<file path="config.mk">
export PLATFORM = sky130hd
export DESIGN_NAME = axi_lite_master_ctrl
export DESIGN_NICKNAME = d
export VERILOG_FILES = /design/src/rtl/axi_lite_pkg.sv /design/src/rtl/axi_lite_watchdog.sv /design/src/rtl/axi_lite_master_ctrl.sv
export SDC_FILE = /design/constraint.sdc
export NUM_CORES = 1
export LEC_CHECK = 0
export CAP_MARGIN = 30
export CORE_MARGIN = 3
export CORE_UTILIZATION = 41
export DETAILED_ROUTE_END_ITERATION = 7
export PLACE_DENSITY = 0.83
export SYNTH_ARGS = -nofsm -noshare
export SYNTH_HDL_FRONTEND = slang
export SYNTH_SLANG_ARGS = --single-unit
</file>
<file path="constraint.sdc">
create_clock -name ACLK -period 2.4 [get_ports ACLK]
set_input_delay 0.24 -clock ACLK [delete_from_list [all_inputs] [get_ports ACLK]]
set_output_delay 0.24 -clock ACLK [all_outputs]
set_load 0.01 [all_outputs]
</file>
<file path="src/rtl/axi_lite_pkg.sv">
// Shared definitions for the AXI4-Lite master: response codes and the
// one-hot FSM state encoding used by axi_lite_master_ctrl.
package axi_lite_pkg;

    localparam logic [1:0] RESP_OKAY   = 2'b00;
    localparam logic [1:0] RESP_EXOKAY = 2'b01;
    localparam logic [1:0] RESP_SLVERR = 2'b10;
    localparam logic [1:0] RESP_DECERR = 2'b11;

    typedef enum logic [5:0] {
        S_IDLE    = 6'b000001,
        S_WR_REQ  = 6'b000010,
        S_WR_RESP = 6'b000100,
        S_RD_REQ  = 6'b001000,
        S_RD_RESP = 6'b010000,
        S_RSP     = 6'b100000
    } state_e;

    // States in which the transaction waits on the slave (watchdog runs).
    function automatic logic is_wait_state(state_e s);
        return (s == S_WR_REQ) || (s == S_WR_RESP) ||
               (s == S_RD_REQ) || (s == S_RD_RESP);
    endfunction

endpackage

</file>
<file path="src/rtl/axi_lite_watchdog.sv">
// Per-state watchdog counter.
//   clk_i, rst_ni : clock, async active-low reset
//   clr_i         : clear counter (asserted on the edge that enters a new state)
//   en_i          : count this cycle
//   expire_o      : this is the TIMEOUT-th cycle in the current state; the
//                   owner aborts on the closing edge. Never asserts if TIMEOUT==0.
module axi_lite_watchdog #(
    parameter int TIMEOUT = 255,
    parameter int CNT_W   = 8
) (
    input  logic clk_i,
    input  logic rst_ni,
    input  logic clr_i,
    input  logic en_i,
    output logic expire_o
);

    logic [CNT_W-1:0] cnt_q;

    // Saturating counter: it holds at all-ones rather than wrapping.
    always_ff @(posedge clk_i or negedge rst_ni) begin
        if (!rst_ni) begin
            cnt_q <= '0;
        end else if (clr_i) begin
            cnt_q <= '0;
        end else if (en_i && (cnt_q != {CNT_W{1'b1}})) begin
            cnt_q <= cnt_q + 1'b1;
        end
    end

    generate
        if (TIMEOUT == 0) begin : g_off
            assign expire_o = 1'b0;
        end else begin : g_on
            // cnt_q counts completed cycles in the state, so TIMEOUT-1 means
            // the current cycle is the TIMEOUT-th one.
            assign expire_o = en_i && (cnt_q >= CNT_W'(TIMEOUT - 1));
        end
    endgenerate

endmodule

</file>
<file path="src/rtl/axi_lite_master_ctrl.sv">
// Single-outstanding AXI4-Lite master with per-state watchdog.
//   ACLK/ARESETN          : clock, async active-low reset
//   cmd_*                 : request from local logic (valid/ready, write, addr, wdata, wstrb)
//   rsp_*                 : response to local logic (valid/ready, rdata, resp, timeout)
//   AW*/W*/B*/AR*/R*      : AXI4-Lite master channels
// Every output comes straight from a flop.
module axi_lite_master_ctrl
    import axi_lite_pkg::*;
#(
    parameter int ADDR_W  = 32,
    parameter int TIMEOUT = 255,
    parameter int CNT_W   = 8
) (
    input  logic              ACLK,
    input  logic              ARESETN,
    input  logic              cmd_valid,
    output logic              cmd_ready,
    input  logic              cmd_write,
    input  logic [ADDR_W-1:0] cmd_addr,
    input  logic [31:0]       cmd_wdata,
    input  logic [3:0]        cmd_wstrb,
    output logic              rsp_valid,
    input  logic              rsp_ready,
    output logic [31:0]       rsp_rdata,
    output logic [1:0]        rsp_resp,
    output logic              rsp_timeout,
    output logic              AWVALID,
    input  logic              AWREADY,
    output logic [ADDR_W-1:0] AWADDR,
    output logic              WVALID,
    input  logic              WREADY,
    output logic [31:0]       WDATA,
    output logic [3:0]        WSTRB,
    input  logic              BVALID,
    output logic              BREADY,
    input  logic [1:0]        BRESP,
    output logic              ARVALID,
    input  logic              ARREADY,
    output logic [ADDR_W-1:0] ARADDR,
    input  logic              RVALID,
    output logic              RREADY,
    input  logic [31:0]       RDATA,
    input  logic [1:0]        RRESP
);

    state_e            state_q;
    logic              cmd_ready_q, rsp_valid_q, rsp_timeout_q;
    logic [31:0]       rsp_rdata_q;
    logic [1:0]        rsp_resp_q;
    logic              awvalid_q, wvalid_q, bready_q, arvalid_q, rready_q;
    logic [ADDR_W-1:0] addr_q;
    logic [31:0]       wdata_q;
    logic [3:0]        wstrb_q;

    logic cmd_hs, rsp_hs, aw_hs, w_hs, b_hs, ar_hs, r_hs, wr_req_done;
    logic wd_expire, leave;

    assign cmd_hs = cmd_valid & cmd_ready_q;
    assign rsp_hs = rsp_valid_q & rsp_ready;
    assign aw_hs  = awvalid_q & AWREADY;
    assign w_hs   = wvalid_q & WREADY;
    assign b_hs   = BVALID & bready_q;
    assign ar_hs  = arvalid_q & ARREADY;
    assign r_hs   = RVALID & rready_q;

    // AW and W complete independently; each is done once its valid has
    // dropped or is handshaking this cycle.
    assign wr_req_done = (aw_hs | ~awvalid_q) & (w_hs | ~wvalid_q);

    // Any state exit; used to clear the watchdog so every state starts at 0.
    always_comb begin
        leave = 1'b0;
        case (state_q)
            S_IDLE:    leave = cmd_hs;
            S_WR_REQ:  leave = wr_req_done | wd_expire;
            S_WR_RESP: leave = b_hs | wd_expire;
            S_RD_REQ:  leave = ar_hs | wd_expire;
            S_RD_RESP: leave = r_hs | wd_expire;
            S_RSP:     leave = rsp_hs;
            default:   leave = 1'b1;
        endcase
    end

    axi_lite_watchdog #(
        .TIMEOUT (TIMEOUT),
        .CNT_W   (CNT_W)
    ) u_wd (
        .clk_i    (ACLK),
        .rst_ni   (ARESETN),
        .clr_i    (leave),
        .en_i     (is_wait_state(state_q)),
        .expire_o (wd_expire)
    );

    always_ff @(posedge ACLK or negedge ARESETN) begin
        if (!ARESETN) begin
            state_q       <= S_IDLE;
            cmd_ready_q   <= 1'b0;
            rsp_valid_q   <= 1'b0;
            rsp_timeout_q <= 1'b0;
            rsp_rdata_q   <= '0;
            rsp_resp_q    <= RESP_OKAY;
            awvalid_q     <= 1'b0;
            wvalid_q      <= 1'b0;
            bready_q      <= 1'b0;
            arvalid_q     <= 1'b0;
            rready_q      <= 1'b0;
            addr_q        <= '0;
            wdata_q       <= '0;
            wstrb_q       <= '0;
        end else begin
            case (state_q)
                S_IDLE: begin
                    if (cmd_hs) begin
                        cmd_ready_q <= 1'b0;
                        addr_q      <= cmd_addr;
                        wdata_q     <= cmd_wdata;
                        wstrb_q     <= cmd_wstrb;
                        if (cmd_write) begin
                            awvalid_q <= 1'b1;
                            wvalid_q  <= 1'b1;
                            state_q   <= S_WR_REQ;
                        end else begin
                            arvalid_q <= 1'b1;
                            state_q   <= S_RD_REQ;
                        end
                    end else begin
                        cmd_ready_q <= 1'b1;
                    end
                end
                S_WR_REQ: begin
                    if (aw_hs) awvalid_q <= 1'b0;
                    if (w_hs)  wvalid_q  <= 1'b0;
                    if (wr_req_done) begin
                        bready_q <= 1'b1;
                        state_q  <= S_WR_RESP;
                    end else if (wd_expire) begin
                        awvalid_q     <= 1'b0;
                        wvalid_q      <= 1'b0;
                        rsp_valid_q   <= 1'b1;
                        rsp_timeout_q <= 1'b1;
                        rsp_resp_q    <= RESP_SLVERR;
                        rsp_rdata_q   <= '0;
                        state_q       <= S_RSP;
                    end
                end
                S_WR_RESP: begin
                    if (b_hs || wd_expire) begin
                        bready_q      <= 1'b0;
                        rsp_valid_q   <= 1'b1;
                        rsp_timeout_q <= ~b_hs;
                        rsp_resp_q    <= b_hs ? BRESP : RESP_SLVERR;
                        rsp_rdata_q   <= '0;
                        state_q       <= S_RSP;
                    end
                end
                S_RD_REQ: begin
                    if (ar_hs) begin
                        arvalid_q <= 1'b0;
                        rready_q  <= 1'b1;
                        state_q   <= S_RD_RESP;
                    end else if (wd_expire) begin
                        arvalid_q     <= 1'b0;
                        rsp_valid_q   <= 1'b1;
                        rsp_timeout_q <= 1'b1;
                        rsp_resp_q    <= RESP_SLVERR;
                        rsp_rdata_q   <= '0;
                        state_q       <= S_RSP;
                    end
                end
                S_RD_RESP: begin
                    if (r_hs || wd_expire) begin
                        rready_q      <= 1'b0;
                        rsp_valid_q   <= 1'b1;
                        rsp_timeout_q <= ~r_hs;
                        rsp_resp_q    <= r_hs ? RRESP : RESP_SLVERR;
                        rsp_rdata_q   <= r_hs ? RDATA : 32'h0;
                        state_q       <= S_RSP;
                    end
                end
                S_RSP: begin
                    // Requester stalls here are not timed.
                    if (rsp_hs) begin
                        rsp_valid_q <= 1'b0;
                        cmd_ready_q <= 1'b1;
                        state_q     <= S_IDLE;
                    end
                end
                default: begin
                    state_q     <= S_IDLE;
                    cmd_ready_q <= 1'b0;
                    rsp_valid_q <= 1'b0;
                    awvalid_q   <= 1'b0;
                    wvalid_q    <= 1'b0;
                    bready_q    <= 1'b0;
                    arvalid_q   <= 1'b0;
                    rready_q    <= 1'b0;
                end
            endcase
        end
    end

    assign cmd_ready   = cmd_ready_q;
    assign rsp_valid   = rsp_valid_q;
    assign rsp_rdata   = rsp_rdata_q;
    assign rsp_resp    = rsp_resp_q;
    assign rsp_timeout = rsp_timeout_q;
    assign AWVALID     = awvalid_q;
    assign AWADDR      = addr_q;
    assign WVALID      = wvalid_q;
    assign WDATA       = wdata_q;
    assign WSTRB       = wstrb_q;
    assign BREADY      = bready_q;
    assign ARVALID     = arvalid_q;
    assign ARADDR      = addr_q;
    assign RREADY      = rready_q;

endmodule

</file>
==> results.ini, run 1 <==
[outcome]
outcome = finished clean

[sta]
period_share_pct = 93.3
clock_skew_ns = 0.00447
rsz0062_at_grt = no
setup_tns_ns = 0
setup_viol = 0
tightest_slew_ns = 0.482
setup_ws_ns = 0.161
fmax_mhz = 447
slew_headroom_pct = 67.0
hold_viol = 0
final.min_clock_period_ns = 2.24
slew_viol_final = 0

[synthesis]
synth-main-ff-cell = dfrtp_1
async_flop_share_pct = 100
ys_seq_area_share_pct = 56.7
synth_seq_cells = 124
syn-cell-area_um2 = 5480
syn-instance-count = 424
synth_area_per_cell_um2 = 12.9
mappedNetlistNets = 540
ys_warn_count = 0
synthTopCellsByArea = dfrtp_1, mux2_2, a22o_1
yosysTopAreaCell = dfrtp_1
synth.distinct_cells = 53
synth_edf_count = 0
synth_top_area_share_pct = 56.2

[grt]
grtUsageMet1_pct = 24.1
grt_use_met2_pct = 34.2
met3_usage_pct = 7.89
grt.busiest_layer = met2
grt_max_degree = 66
grt_pass1_wl_mm = 23.5
grt-ovfl-total = 0
grt.total_usage_pct = 20.4
antenna_found_initial = 0
grt_pass1_vias = 4468

[setup_path]
arrival_ns = 2.53
slowest_stage = dfrtp_1
crit_fanout = 31
start_kind = flip-flop
critPathCapture = rsp_rdata[0]$_DFFE_PN0P_
path_depth = 6
startpoint = state_q[4]$_DFFE_PN0P_
path_cells = nor2b_1 > a22oi_2 > a311oi_2 > o21ai_2 > buf_12 > a22o_1
critical_path_class = reg2reg
slowest_delay_ns = 0.56
r2r_cells = 6
regToRegSetupSlack_ns = 0.16
reg2reg_from = state_q[4]$_DFFE_PN0P_
cp_num_buf_inv = 1
end_kind = flip-flop
r2r_end = rsp_rdata[0]$_DFFE_PN0P_
critPathRequiredTime_ns = 2.69
cp_top_family = compound AO/OA/AOI/OAI gates

[cells_and_area]
nets = 774
syn_to_final_growth_pct = 56.8
mostFrequentLayoutCells = clkdlybuf4s50_1, dfrtp_1, mux2_2
diodes = 0
drive_gt1_share_pct = 18.6
final_common_cell = clkdlybuf4s50_1

[pwr]
switchingPower_mw = 3.31
switching_share_pct = 32.0
p_leak_nw = 3.61
peakVddDrop_mv = 0.657
cellInternalPower_mw = 7.02
clkPwrFrac_pct = 23.4
comb_power_share_pct = 44.4
p_per_area_nw_per_um2 = 1200
power_mw = 10.3
seq_power_share_pct = 32.2

[cts]
cts_resized = 0
clock_sinks = 124
clockBufferDepth = 2
htree_levels = 4
cts_root_buf = clkbuf_16
clkTransAtPathRegs_ns = 0.05
cts_tree = yes
clock_latency_ns = 0.41
cts_buffers = 17
cts_hold_buf = 1
post-cts-setup-buffer-count = 0

[detailed_routing]
drt-vias-per-instance = 5.19
totalWireLength_mm = 15.2
final_antenna_net_count = 0
num_vias = 4377
route.detailed.drc = 0
first_iter_violations = 173
drt_first_pass_iters = 5
wire_per_inst_um = 18.0

[flow_run]
cap_violations = 0

[floorplan]
die_w_um = 122
num_rows = 41
ioPinCount = 256
dieArea_um2 = 14800
die_h_um = 122
coreArea_um2 = 12800
initial_core_util_pct = 42.7

[place]
hpwl_mm = 11.4
portBuffers = 255
dpl_worst_slack_ns = 0.159
place_congestion = 0.899

[hold_path]
hp-class = in2async

[through the flow]
step	hold slack, ns	std cells	cell area [um^2]	util, %
2_1_floorplan	-0.0556	424	5480	-
3_3_place_gp	0.209	810	8010	62.5
3_5_place_dp	0.218	810	8010	62.5
4_1_cts	0.323	843	8590	67.0
5_1_grt	0.348	843	8590	67.0
6_report	0.321	843	8590	67.0
[Yosys cell counts (4+ instances only)]
library cell,instances
mux2_2,68
a22o_1,32
nand4_1,5
inv_1,5
and3_1,4
clkbuf_1,4
xnor2_1,4
buf_2,11
nand2_1,16
nand3_1,10
buf_4,36
nor2_1,14
nor2b_1,7
nor3_1,16
xor2_1,4
o21ai_0,4
dfrtp_1,123
a21oi_1,7
[sequential cells by signal, indices dropped and copies added, names as in the netlist, 2 cells and up]
name,cells
ARADDR,32
WDATA,32
WSTRB,4
rsp_rdata,32
rsp_resp,2
state_q,6
u_wd.cnt_q,8
[worst reg2reg max path: stages, from the launching register on]
cell and delay [ns]:
dfrtp_1 0.56, nor2b_1 0.41, a22oi_2 0.14, a311oi_2 0.39
o21ai_2 0.18, buf_12 0.19, a22o_1 0.25
[how the worst min path moves through the flow]
| stage | slack, ns | to |
|---|---|---|
| finish | 0.32 | ARADDR[23]$_DFFE_PN0P_ |
| global route | 0.35 | WDATA[27]$_DFFE_PN0P_ |
| CTS | 0.32 | ARADDR[27]$_DFFE_PN0P_ |
| detailed placement | 0.22 | ARADDR[27]$_DFFE_PN0P_ |
| global placement | 0.21 | ARADDR[23]$_DFFE_PN0P_ |
| floorplan | -0.06 | ARADDR[0]$_DFFE_PN0P_ |
[area by class of cell]
class                      count  area [um^2]
inverter                       5         18.8
tap                          172          215
multi-input combinational    241         1990
sequential                   124         3100
fill                         907         4230
clock inverter                13          118
timing repair buffer         269         2700
clock buffer                  19          453
[cells by family after synthesis]
family	after synthesis	synth area share (%)
fa+ha+maj	2	0.457
buf+inv	59	7.17
mux	69	14.2
flops	124	56.7
simple gates	90	9.34
compound gates	72	10.9
xor+xnor	8	1.28
[power by group through the flow]
stage,registers [mW],logic [mW],clock network (mW)
floorplan,3.54,2.13,0
global placement,3.32,4.52,0
detailed placement,3.37,4.60,0
CTS,3.34,4.63,2.47
global route,3.43,4.88,2.56
finish,3.33,4.59,2.41
[layer usage]
layer / up-vias / wire length (um)
met2: 220 / 7780
li1: 1998 / -
met1: 2138 / 5640
met4: 0 / 244
met5: - / 0
met3: 21 / 1530
Power figures use the tool's default switching activity.
==> inputs of run 2 (changes only) <==
--- a/config.mk
+++ b/config.mk
@@ -7,9 +7,10 @@
 export LEC_CHECK = 0
 export CAP_MARGIN = 30
 export CORE_MARGIN = 3
-export CORE_UTILIZATION = 41
+export CORE_UTILIZATION = 55
 export DETAILED_ROUTE_END_ITERATION = 7
-export PLACE_DENSITY = 0.83
+export DONT_BUFFER_PORTS = 1
+export PLACE_DENSITY = 0.73
 export SYNTH_ARGS = -nofsm -noshare
 export SYNTH_HDL_FRONTEND = slang
 export SYNTH_SLANG_ARGS = --single-unit
==> results.ini, run 2 (synthesized netlist as in run 1, its figures left out) <==
[place]
portBuffers = 0
place_congestion = 0.966
hpwl_mm = 9.28
dp.cells = 513

[sta]
clock_skew_ns = 0.0146
hold_ws_ns = -0.563
rsz0062_at_grt = yes
hold_viol = 124
period_share_pct = 94.8
fmax_mhz = 440
slew_viol_final = 0
slew_headroom_pct = 61.5
final.min_clock_period_ns = 2.27
tightest_slew_ns = 0.574
setup_viol = 0

[setup_path]
cp_top_family = compound AO/OA/AOI/OAI gates
path_cells = xor2_1 > a211oi_1 > o21ai_0 > o32ai_2 > buf_4 > nor3_1
slowest_delay_ns = 0.52
critical_path_class = reg2reg
end_kind = flip-flop
path_depth = 6
critPathRequiredTime_ns = 2.77
r2r_cells = 6
start_kind = flip-flop
arrival_ns = 2.64
crit_fanout = 9
cp_num_buf_inv = 1
regToRegSetupSlack_ns = 0.13
slowest_stage = a211oi_1

[flow_run]
cap_violations = 0

[cts]
htree_levels = 4
cts_buffers = 17
clock_latency_ns = 0.50
cts_hold_buf = 103
cts_root_buf = clkbuf_8
clkTransAtPathRegs_ns = 0.06
clockBufferDepth = 2
post-cts-setup-buffer-count = 0
clock_sinks = 124
cts_tree = yes

[floorplan]
die_w_um = 106
coreArea_um2 = 9460
ioPinCount = 256
dieArea_um2 = 11200
initial_core_util_pct = 57.9
num_rows = 35
die_h_um = 106

[detailed_routing]
num_vias = 3915
drt-vias-per-instance = 6.03
route.detailed.drc = 0
totalWireLength_mm = 15.2
first_iter_violations = 220
wire_per_inst_um = 23.5
final_antenna_net_count = 0
drt_first_pass_iters = 4

[grt]
grt_pass1_wl_mm = 23.5
antenna_found_initial = 1
grt.total_usage_pct = 27.5
grt-ovfl-total = 0
grt_max_degree = 125
grt_pass1_vias = 4193

[outcome]
outcome = complete, but fails checks
violations = negative hold slack

[pwr]
p_leak_nw = 3.10
p_per_area_nw_per_um2 = 1250
peakVddDrop_mv = 0.710

[cells_and_area]
final_common_cell = dfrtp_1
nFillCells = 623
drive_gt1_share_pct = 24.3
mostFrequentLayoutCells = dfrtp_1, dlygate4sd3_1, mux2_2
syn_to_final_growth_pct = 29.1
fin_cells = 649
nets = 622

[hold_path]
hp-class = in2async

-- run 2: cell count changes in the layout (fill, tap and decap cells not counted), moves of 2 or more --
cell,delta
clkinv_2,-3
clkdlybuf4s50_1,-254
dlygate4sd3_1,+102
clkinv_4,+2
inv_6,+2
clkinvlp_4,-4
bufinv_16,+2
-- run 2: report_power, final --
| group | internal [mW] | leakage, nW | total, mW | switching (mW) |
|---|---|---|---|---|
| clock network | 1.67 | 0.302 | 2.65 | 0.980 |
| logic | 1.20 | 1.23 | 2.16 | 0.966 |
| registers | 2.80 | 1.57 | 4.05 | 1.25 |
| total | 5.66 | 3.10 | 8.85 | 3.19 |
-- run 2: per-layer routing --
metal	vias up	global-route usage [%]	routed length, um	part of all wire (%)
met5	-	0	0	0
met4	0	9.99	362	2.4
met3	27	8.88	1300	8.6
met2	227	47.9	7940	52
met1	1970	31.7	5630	37
li1	1691	-	-	-
-- run 2: final timing paths --
check                                    startpoint                        end
setup reg to reg             state_q[1]$_DFFE_PN0P_  u_wd.cnt_q[7]$_DFFE_PN0P_
min in group ACLK                         cmd_write        AWVALID$_DFFE_PN0P_
hold / removal                              ARESETN         BREADY$_DFFE_PN0P_
setup / recovery             state_q[1]$_DFFE_PN0P_  u_wd.cnt_q[7]$_DFFE_PN0P_
max in group asynchronous                   ARESETN     state_q[0]$_DFFE_PN1P_
hold reg to reg            rsp_rdata[4]$_DFFE_PN0P_   rsp_rdata[4]$_DFFE_PN0P_
-- run 2: area by class of cell --
class / instances / area [um^2] / share of cell area, %
Antenna cell: 1 / 2.50 / 0.0354
Clock buffer: 19 / 442 / 6.25
Clock inverter: 13 / 179 / 2.53
Inverter: 5 / 18.8 / 0.265
Multi-Input combinational cell: 241 / 1990 / 28.1
Sequential cell: 124 / 3110 / 43.9
Tap cell: 129 / 161 / 2.28
Timing Repair Buffer: 117 / 1170 / 16.6
-- run 2: what timing repair did --
action                                  4_1_cts  5_1_grt
hold endpoints to repair                    229      124
resized for setup                             0        2
endpoints found under the setup margin        0       40
-- run 2: stage by stage --
stage               TNS [ns]  utilization, %  setup WS (ns)  instance area (um^2)  total power [mW]
finish                     0            74.8          0.126                  7070              8.85
global route          -0.171            74.8        -0.0309                  7070              9.27
CTS                        0            74.7          0.113                  7070              8.78
detailed placement         0            57.3          0.201                  5420              5.98
global placement           0            57.3          0.270                  5420              5.88
floorplan                  0               -          0.292                  5480              5.67
